==> config.mk <==
export PLATFORM = sky130hd
export DESIGN_NAME = fir_mac_sequencer_flat
export DESIGN_NICKNAME = d
export VERILOG_FILES = /design/src/rtl/fir_mac_sequencer_if.sv /design/src/rtl/fir_mac_sequencer.sv /design/src/flat_wrapper.sv
export SDC_FILE = /design/constraint.sdc
export NUM_CORES = 1
export LEC_CHECK = 0
export BUFFER_PORTS_ARGS = -buffer_cell sky130_fd_sc_hd__buf_2
export CORE_AREA = 2 2 178 180
export DETAILED_ROUTE_END_ITERATION = 7
export DIE_AREA = 0 0 180 182
export GPL_TIMING_DRIVEN = 0
export PLACE_DENSITY = 0.79
export SYNTH_ARGS = -nofsm -noshare
export SYNTH_HDL_FRONTEND = slang
export SYNTH_SLANG_ARGS = --single-unit
==> constraint.sdc <==
create_clock -name clk -period 8 [get_ports clk]
set_input_delay 0.4 -clock clk [delete_from_list [all_inputs] [get_ports clk]]
set_output_delay 0.4 -clock clk [all_outputs]
set_load 0.01 [all_outputs]
==> src/rtl/fir_mac_sequencer_if.sv <==
// -----------------------------------------------------------------------------
// fir_mac_sequencer_if
//
// Bundles every signal of the FIR MAC sequencer except clk/rst:
//   sample input stream  : in_valid, in_ready, in_data[15:0]
//   result output stream : out_valid, out_ready, out_data[ACC_W-1:0]
//   coefficient port     : coef_we, coef_addr[clog2(TAPS)-1:0], coef_data[15:0]
//   status               : busy
//   shared ALU           : alu_op_sel[1:0], alu_a[15:0], alu_b[15:0],
//                          alu_result[31:0] (registered, 1-cycle latency)
//
// Modports:
//   slave  - the sequencer itself
//   master - the surrounding system (source, sink, coefficient loader, ALU)
// -----------------------------------------------------------------------------
interface fir_mac_sequencer_if #(
   parameter int TAPS  = 8,
   parameter int ACC_W = 35
);
   localparam int AW = $clog2(TAPS);

   logic              in_valid;
   logic              in_ready;
   logic [15:0]       in_data;
   logic              out_valid;
   logic              out_ready;
   logic [ACC_W-1:0]  out_data;
   logic              coef_we;
   logic [AW-1:0]     coef_addr;
   logic [15:0]       coef_data;
   logic              busy;
   logic [1:0]        alu_op_sel;
   logic [15:0]       alu_a;
   logic [15:0]       alu_b;
   logic [31:0]       alu_result;

   modport slave (
      input  in_valid, in_data, out_ready, coef_we, coef_addr, coef_data,
             alu_result,
      output in_ready, out_valid, out_data, busy, alu_op_sel, alu_a, alu_b
   );

   modport master (
      output in_valid, in_data, out_ready, coef_we, coef_addr, coef_data,
             alu_result,
      input  in_ready, out_valid, out_data, busy, alu_op_sel, alu_a, alu_b
   );
endinterface

==> src/rtl/fir_mac_sequencer.sv <==
// -----------------------------------------------------------------------------
// fir_mac_sequencer
//
// Turns the shared registered ALU into a direct-form FIR filter. Holds the
// sample delay line x[] and the coefficient bank c[]. For each accepted sample
// it issues one multiply per tap (alu_a = x[k], alu_b = c[k]) and accumulates
// the returned 32-bit products, sign-extended, into an ACC_W-bit accumulator.
//
// Ports:
//   clk  - clock
//   rst  - asynchronous, active-high reset (shared with the ALU)
//   bus  - fir_mac_sequencer_if.slave: sample in stream, result out stream,
//          coefficient write port, busy, ALU operand/result signals
//
// Parameters:
//   TAPS  - number of taps (>= 2)
//   ACC_W - accumulator / result width (>= 32 + clog2(TAPS))
//
// Sequence per sample (E0 = accept edge):
//   ISSUE for TAPS cycles, DRAIN one cycle for the final ALU product,
//   then OUT holds the result until out_ready. out_valid rises at E0+TAPS+1.
// -----------------------------------------------------------------------------
module fir_mac_sequencer #(
   parameter int TAPS  = 8,
   parameter int ACC_W = 35
) (
   input  logic                 clk,
   input  logic                 rst,
   fir_mac_sequencer_if.slave   bus
);

   localparam int DATA_W = 16;
   localparam int COEF_W = 16;
   localparam int PROD_W = 32;
   localparam int KW     = $clog2(TAPS);
   // Coefficient bank is sized to the full address range so any coef_addr
   // value is a legal write target, even for non power-of-two TAPS.
   localparam int CDEPTH = 1 << KW;

   localparam logic [1:0] OP_MUL  = 2'b01;
   localparam logic [1:0] OP_ZERO = 2'b11;

   typedef enum logic [1:0] {
      IDLE  = 2'd0,
      ISSUE = 2'd1,
      DRAIN = 2'd2,
      OUT   = 2'd3
   } state_t;

   state_t                     state;
   state_t                     state_nxt;

   logic signed [DATA_W-1:0]   x [TAPS];
   logic signed [COEF_W-1:0]   c [CDEPTH];
   logic signed [ACC_W-1:0]    acc;
   logic [KW-1:0]              k;
   logic                       prod_pending;

   logic                       accept;
   logic                       coef_wr;
   logic                       last_tap;

   // Full-precision sign extension of an ALU product into the accumulator.
   function automatic logic signed [ACC_W-1:0] sext_prod(input logic [PROD_W-1:0] p);
      return {{(ACC_W-PROD_W){p[PROD_W-1]}}, p};
   endfunction

   assign accept   = (state == IDLE) && bus.in_valid;
   // Coefficients are frozen while a sample is in flight so a result is
   // never computed from a mix of old and new coefficients.
   assign coef_wr  = (state == IDLE) && bus.coef_we;
   assign last_tap = (k == KW'(TAPS - 1));

   // ---- state register ----
   always_ff @(posedge clk or posedge rst) begin
      if (rst) begin
         state <= IDLE;
      end else begin
         state <= state_nxt;
      end
   end

   // ---- next state and outputs ----
   always_comb begin
      state_nxt      = state;
      bus.in_ready   = 1'b0;
      bus.out_valid  = 1'b0;
      bus.out_data   = '0;
      bus.busy       = 1'b1;
      bus.alu_op_sel = OP_ZERO;
      bus.alu_a      = '0;
      bus.alu_b      = '0;

      unique case (state)
         IDLE: begin
            bus.busy     = 1'b0;
            bus.in_ready = ~rst;
            if (accept) begin
               state_nxt = ISSUE;
            end
         end

         ISSUE: begin
            // The delay line was already shifted at the accept edge, so
            // x[0] is the newest sample here.
            bus.alu_op_sel = OP_MUL;
            bus.alu_a      = x[k];
            bus.alu_b      = c[k];
            if (last_tap) begin
               state_nxt = DRAIN;
            end
         end

         DRAIN: begin
            // Last product is being added this cycle.
            state_nxt = OUT;
         end

         OUT: begin
            bus.out_valid = 1'b1;
            bus.out_data  = acc;
            if (bus.out_ready) begin
               state_nxt = IDLE;
            end
         end

         default: begin
            state_nxt = IDLE;
         end
      endcase
   end

   // ---- delay line, coefficients, tap counter ----
   always_ff @(posedge clk or posedge rst) begin
      if (rst) begin
         for (int i = 0; i < TAPS; i++) begin
            x[i] <= '0;
         end
         for (int i = 0; i < CDEPTH; i++) begin
            c[i] <= '0;
         end
         k <= '0;
      end else begin
         // A write that coincides with an accept lands before the first
         // ISSUE cycle reads c[], so the new value is used.
         if (coef_wr) begin
            c[bus.coef_addr] <= bus.coef_data;
         end

         if (accept) begin
            x[0] <= bus.in_data;
            for (int i = 1; i < TAPS; i++) begin
               x[i] <= x[i-1];
            end
         end

         if (accept) begin
            k <= '0;
         end else if (state == ISSUE) begin
            k <= k + 1'b1;
         end
      end
   end

   // ---- product accumulation (one cycle behind the ALU) ----
   always_ff @(posedge clk or posedge rst) begin
      if (rst) begin
         acc          <= '0;
         prod_pending <= 1'b0;
      end else begin
         // Every ISSUE cycle produces exactly one ALU result one edge later.
         prod_pending <= (state == ISSUE);

         if (accept) begin
            acc <= '0;
         end else if (prod_pending) begin
            acc <= acc + sext_prod(bus.alu_result);
         end
      end
   end

endmodule

==> src/flat_wrapper.sv <==
// flat-port wrapper written by rule: the top's interface ports become plain ports
module fir_mac_sequencer_flat 
#(
   parameter int TAPS  = 8,
   parameter int ACC_W = 35
)
  (clk, rst, bus_in_valid, bus_in_data, bus_out_ready, bus_coef_we, bus_coef_addr, bus_coef_data, bus_alu_result, bus_in_ready, bus_out_valid, bus_out_data, bus_busy, bus_alu_op_sel, bus_alu_a, bus_alu_b);
  fir_mac_sequencer_if #(.TAPS(TAPS), .ACC_W(ACC_W)) bus_i ();
  input  logic clk;
  input  logic rst;
  input wire logic [$bits(bus_i.in_valid)-1:0] bus_in_valid;
  input wire logic [$bits(bus_i.in_data)-1:0] bus_in_data;
  input wire logic [$bits(bus_i.out_ready)-1:0] bus_out_ready;
  input wire logic [$bits(bus_i.coef_we)-1:0] bus_coef_we;
  input wire logic [$bits(bus_i.coef_addr)-1:0] bus_coef_addr;
  input wire logic [$bits(bus_i.coef_data)-1:0] bus_coef_data;
  input wire logic [$bits(bus_i.alu_result)-1:0] bus_alu_result;
  output wire logic [$bits(bus_i.in_ready)-1:0] bus_in_ready;
  output wire logic [$bits(bus_i.out_valid)-1:0] bus_out_valid;
  output wire logic [$bits(bus_i.out_data)-1:0] bus_out_data;
  output wire logic [$bits(bus_i.busy)-1:0] bus_busy;
  output wire logic [$bits(bus_i.alu_op_sel)-1:0] bus_alu_op_sel;
  output wire logic [$bits(bus_i.alu_a)-1:0] bus_alu_a;
  output wire logic [$bits(bus_i.alu_b)-1:0] bus_alu_b;
  assign bus_i.in_valid = bus_in_valid;
  assign bus_i.in_data = bus_in_data;
  assign bus_i.out_ready = bus_out_ready;
  assign bus_i.coef_we = bus_coef_we;
  assign bus_i.coef_addr = bus_coef_addr;
  assign bus_i.coef_data = bus_coef_data;
  assign bus_i.alu_result = bus_alu_result;
  assign bus_in_ready = bus_i.in_ready;
  assign bus_out_valid = bus_i.out_valid;
  assign bus_out_data = bus_i.out_data;
  assign bus_busy = bus_i.busy;
  assign bus_alu_op_sel = bus_i.alu_op_sel;
  assign bus_alu_a = bus_i.alu_a;
  assign bus_alu_b = bus_i.alu_b;
  fir_mac_sequencer #(.TAPS(TAPS), .ACC_W(ACC_W)) u_core (.clk(clk), .rst(rst), .bus(bus_i));
endmodule
After elaboration in Yosys (flattened, before gate mapping):

Cells that the tools add are included.

* register bits: 297
* logic and storage cells: 66

* reduce and logical (&&, ||, !) cells: 7
* bitwise logic cells: 3
* add/subtract/negate cells: 2
* equal/unequal tests: 7
* order comparisons: 3
* muxes and demuxes: 24

Operator list (number)
* bitwise mux 128 bit: 1
* 2-to-1 mux 16 bit: 7
* 2-to-1 mux 35 bit: 3
* binary-select mux 16 bit (select 3 bit): 2
* demux 16 bit (select 3 bit): 1
* adder 35 x 32 -> 35 bit: 1
* >= comparator 4 bit, second input constant: 2
* 2-to-1 mux 2 bit: 4
* inverter 3 -> 4 bit: 2
* one-hot mux 2 bit (4 select lines): 1
* 2-to-1 mux 3 bit: 2
* == test 2 bit, second input constant: 2
* less-than comparator 4 x 1 -> 1 bit, second input constant: 1
* inequality test 2 x 1 -> 1 bit, second input constant: 2
* nonzero test 2 bit: 2
* adder 3 x 1 -> 3 bit, second input constant: 1
* == test 3 bit, second input constant: 1
* logical AND 1 bit: 3
* 2-to-1 mux 1 bit: 3
* AND reduction 3 bit: 1
* == test 2 x 1 -> 1 bit, second input constant: 1
* zero test 2 bit: 1
* inequality test 2 bit, second input constant: 1
* inverter 1 bit: 1

Logic depth before layout (Yosys ltp):

* word-level depth: 6
* depth in mapped cells: 13

Worst setup path after synthesis:

No wires, ideal clock.

* path kind: input -> register
* start: input port bus_alu_result[0]
* end: register u_core.acc[34]
* arrival time: 2.503 ns
* cell stages on the path: 13
* library setup time: 0.086 ns
* setup slack: 5.411 ns
* cell sequence: ha_1 inv_1 fa_1 inv_1 a21o_1 a221o_1 a32oi_1 nand2_1 a21oi_1 nand4bb_1 a21oi_1 o31a_1 nor3_1

* longest elaborated chain between the ends: 3

RTL lines
* from (decl): RTL line flat_wrapper.sv:17 `input wire logic [$bits(bus_i.alu_result)-1:0] bus_alu_result;`
* adder 35 x 32 -> 35 bit: RTL line fir_mac_sequencer.sv:177 `acc <= acc + sext_prod(bus.alu_result);`
* 2-to-1 mux 35 bit: RTL line fir_mac_sequencer.sv:176 `end else if (prod_pending) begin`
* 2-to-1 mux 35 bit: RTL line fir_mac_sequencer.sv:174 `if (accept) begin`
* to (signal assigned): RTL line fir_mac_sequencer.sv:177
* to (decl): RTL line fir_mac_sequencer.sv:55 `logic signed [ACC_W-1:0] acc;`

Every way passes these cells. The select of a mux whose other input is x is not followed.
A chain may end at the register's enable or synchronous reset.

Final worst setup path:

* start: register u_core.k[0]
* end: output port bus_alu_a[12]

* longest elaborated chain between the ends: 5

RTL lines
* from (decl): RTL line fir_mac_sequencer.sv:56 `logic [KW-1:0] k;`
* from (signal assigned): RTL line fir_mac_sequencer.sv:160 `k <= k + 1'b1;`
* inverter 3 -> 4 bit (implied by the code): RTL line fir_mac_sequencer.sv:107 `bus.alu_a = x[k];`
* binary-select mux 16 bit (select 3 bit): RTL line fir_mac_sequencer.sv:107
* 2-to-1 mux 16 bit (implied by the code) (2 in a row): RTL line fir_mac_sequencer.sv:107
* 2-to-1 mux 16 bit: RTL line fir_mac_sequencer.sv:94 `unique case (state)`
* to (decl): RTL line flat_wrapper.sv:23 `output wire logic [$bits(bus_i.alu_a)-1:0] bus_alu_a;`

Every way passes these cells. The select of a mux whose other input is x is not followed.

==> results.yml <==
run_status:
  status: "finished, final reports clean"
floorplanning:
  dieWidth_um: 180
  die_area_um2: 32800
  start_util: 0.489
  num_rows: 65
  dieHeight_um: 182
  core_area_um2: 31000
  ioPinCount: 144
clocking:
  post-cts-setup-buffer-count: 0
  cts_tree: "done"
  clock_tree.buffer_depth: 3
  clk_pin_slew_ns: 0.06
  cts-root-buf: "clkbuf_16"
  cts.repair.resized: 0
  cts_hold_buf: 1
  h-tree-depth: 1
  insertion_delay_ns: 0.56
  cts_buffers: 31
  cts_sinks: 297
power:
  power_mw: 7.01
  switching_share: 0.373
  irDropWorstVdd_v: 0.000222
  leakagePower_nw: 8.48
  clockPowerShare: 0.215
  seqPwrFrac: 0.367
  p_per_area_nw_per_um2: 399
  power.switching_mw: 2.61
  power_frac_comb: 0.418
  p_int_mw: 4.40
global_routing:
  grt_start_max_net_pins: 46
  antenna_found_initial: 3
  grt.overflow.total: 0
  grt_pass1_vias: 11900
  gr-usage-all-layers: 0.236
  grt_pass1_wl_um: 62200
sta:
  fin_crit_sh: 0.505
  slew_violations: 0
  relSlewSlack: 0.185
  fmax_ghz: 0.247
  setup_slack_ns: 3.96
  worstMarginPinSlew_ns: 1.22
  period_minus_slack_ns: 4.04
  finalHoldViolations: 0
  skew_ns: 0.00820
  fin_tns_setup_ns: 0
  hold_ws_ns: 0.0294
  rsz0062_at_grt: "false"
  setup_viol: 0
setup_path:
  cp.required_ns: 7.60
  crit_top_cell: "buf_2"
  rrSetupSlack_ns: 4.90
  critPathLaunchType: "register"
  critPathMaxStageDelay_ns: 0.81
  crit_path_end_kind: "primary output"
  crit_path_max_fanout: 10
  crit_slowest_cell: "buf_1"
  crit_type: "register to primary output"
  worstPathArrival_ns: 3.64
  worstPathCellList: "buf_2 > buf_1 > clkbuf_1 > mux4_2 > mux2i_1 > nor2_1 > buf_2"
place:
  io_buffers: 142
  finalWeightedCongestion: 0.895
  pre_cts_ws_ns: 4.55
  dp.final_hpwl_um: 26500
yosys:
  postSynthCellCount: 1404
  synth_nets: 1518
  syn_area_um2: 15200
  yosys_most_used_dff: "dfrtp_1"
  synth_warnings: 0
  syn_area_per_cell_um2: 10.8
  synth_edf_count: 0
  yosysSeqAreaShare: 0.490
  async_flop_share: 1.00
  yosysUniqueCellTypes: 55
  ys_seq_elements: 297
route:
  avgViaCountPerCell: 5.66
  wirelength_um: 38300
  drt_iter0_drc: 866
  drc_errors: 0
  vias: 11400
  ant_nets: 0
  dr.pass1.iters: 5
  wl_per_cell_um: 19.0
cells_and_area:
  synthToLayoutAreaGrowth_pct: 16.0
  final_cell_mix: "nand2_1 (414), dfrtp_1 (297), buf_2 (144)"
  drive_above_1_share: 0.248
  fill_cells: 2491
  nets: 1701
  final_common_cell: "nand2_1"
hold_path:
  hp-class: "input pin to register"
flow_run:
  drv_cap: 0
cells by family (layout without fill, tap and decap cells):
group | after synthesis | count (layout) | share of synthesized area
and+or+nand+nor | 578 | 578 | 0.157
DFF | 297 | 297 | 0.490
muxes | 250 | 250 | 0.228
AOI/OAI and AO/OA | 116 | 116 | 0.0488
buffers and inverters | 89 | 296 | 0.0224
adders and majority gates | 42 | 42 | 0.0352
xor gates and xnor gates | 31 | 31 | 0.0179
other | 1 | 3 | 0.000247
critical path, delay by kind of cell (launching register included):
kind	cells	cell delay [ns]
buffers and inverters	4	1.95
flip-flops	1	0.36
multiplexers	2	0.64
AND/OR/NAND/NOR	1	0.11
layout make-up:
class                   count  area, um2  share of cell area
repair buffers            150        861              0.0490
plain buffers              76        292              0.0166
diodes                      2       5.00            0.000285
well taps                 402        503              0.0286
clock inverters            10        183              0.0104
inverters                  13       52.6             0.00299
flip-flops and latches    297       7430               0.423
clock buffers              47        866              0.0492
multi-input cells        1018       7390               0.420
metrics by stage:
step                       util  instance area, um2  instances
after CTS                 0.567               17600       2013
after global routing      0.567               17600       2013
after detailed placement  0.533               16500       1955
final                     0.567               17600       2015
after global placement    0.529               16400       1948
after floorplan               -               15200       1404
flip-flops by register name, summed over array words and instances (netlist names):
| name | count |
|---|---|
| u_core.c | 128 |
| u_core.x | 128 |
| u_core.acc | 35 |
| u_core.k | 3 |
| u_core.state | 2 |
| u_core.prod_pending | 1 |
cells in the mapped netlist, types with 3 or more instances:
| cell | count | area (um2) |
|---|---|---|
| nand2_1 | 414 | 1550 |
| dfrtp_1 | 297 | 7430 |
| mux2_2 | 129 | 1450 |
| nor2_1 | 82 | 308 |
| clkbuf_1 | 64 | 240 |
| mux4_2 | 64 | 1440 |
| mux2i_1 | 57 | 571 |
| ha_1 | 41 | 513 |
| a21oi_1 | 40 | 200 |
| and2_1 | 40 | 250 |
| o21ai_0 | 25 | 125 |
| xnor2_1 | 18 | 158 |
| xor2_1 | 13 | 114 |
| a21o_1 | 12 | 90.1 |
| inv_1 | 12 | 45.0 |
| buf_1 | 9 | 33.8 |
| a31oi_1 | 6 | 37.5 |
| nand3_1 | 6 | 30.0 |
| nor3_1 | 6 | 30.0 |
| nand3b_1 | 5 | 37.5 |
| nor2b_1 | 5 | 31.3 |
| a211oi_1 | 4 | 30.0 |
| nand2b_1 | 4 | 25.0 |
| o21a_1 | 4 | 30.0 |
| o21ai_1 | 4 | 20.0 |
| o21bai_1 | 4 | 30.0 |
| and3_1 | 3 | 18.8 |
| nand4_1 | 3 | 18.8 |
per-layer routing:
| metal | wire length, um | GRT usage | vias to the layer above |
|---|---|---|---|
| met5 | 27 | 0 | - |
| met4 | 1160 | 0.0787 | 4 |
| met3 | 2570 | 0.0463 | 109 |
| met2 | 18900 | 0.403 | 415 |
| met1 | 15700 | 0.302 | 5678 |
| li1 | - | - | 5191 |
power by group through the flow:
| stage | clock, mW | sequential [mW] | combinational [mW] |
|---|---|---|---|
| 6_report | 1.51 | 2.58 | 2.93 |
| 5_1_grt | 1.59 | 2.64 | 3.22 |
| 4_1_cts | 1.52 | 2.56 | 2.93 |
| 3_5_place_dp | 0 | 2.58 | 2.90 |
| 3_3_place_gp | 0 | 2.54 | 2.79 |
| 2_1_floorplan | 0 | 2.43 | 2.21 |
worst paths after layout:
check                                           from  cells past startpoint                    endpoint
min                                   bus_in_data[8]                      3   u_core.x[120]$_DFFE_PP0P_
max reg2reg                u_core.acc[0]$_DFFE_PP0P_                     13  u_core.acc[32]$_DFFE_PP0P_
min in group asynchronous                        rst                      3   u_core.c[122]$_DFFE_PP0P_
min reg2reg                 u_core.x[12]$_DFFE_PP0P_                      2    u_core.x[12]$_DFFE_PP0P_
max                          u_core.k[0]$_DFFE_PP0P_                      7               bus_alu_a[12]
max in group asynchronous                        rst                      6    u_core.c[96]$_DFFE_PP0P_
Power figures use the tool's default switching activity.
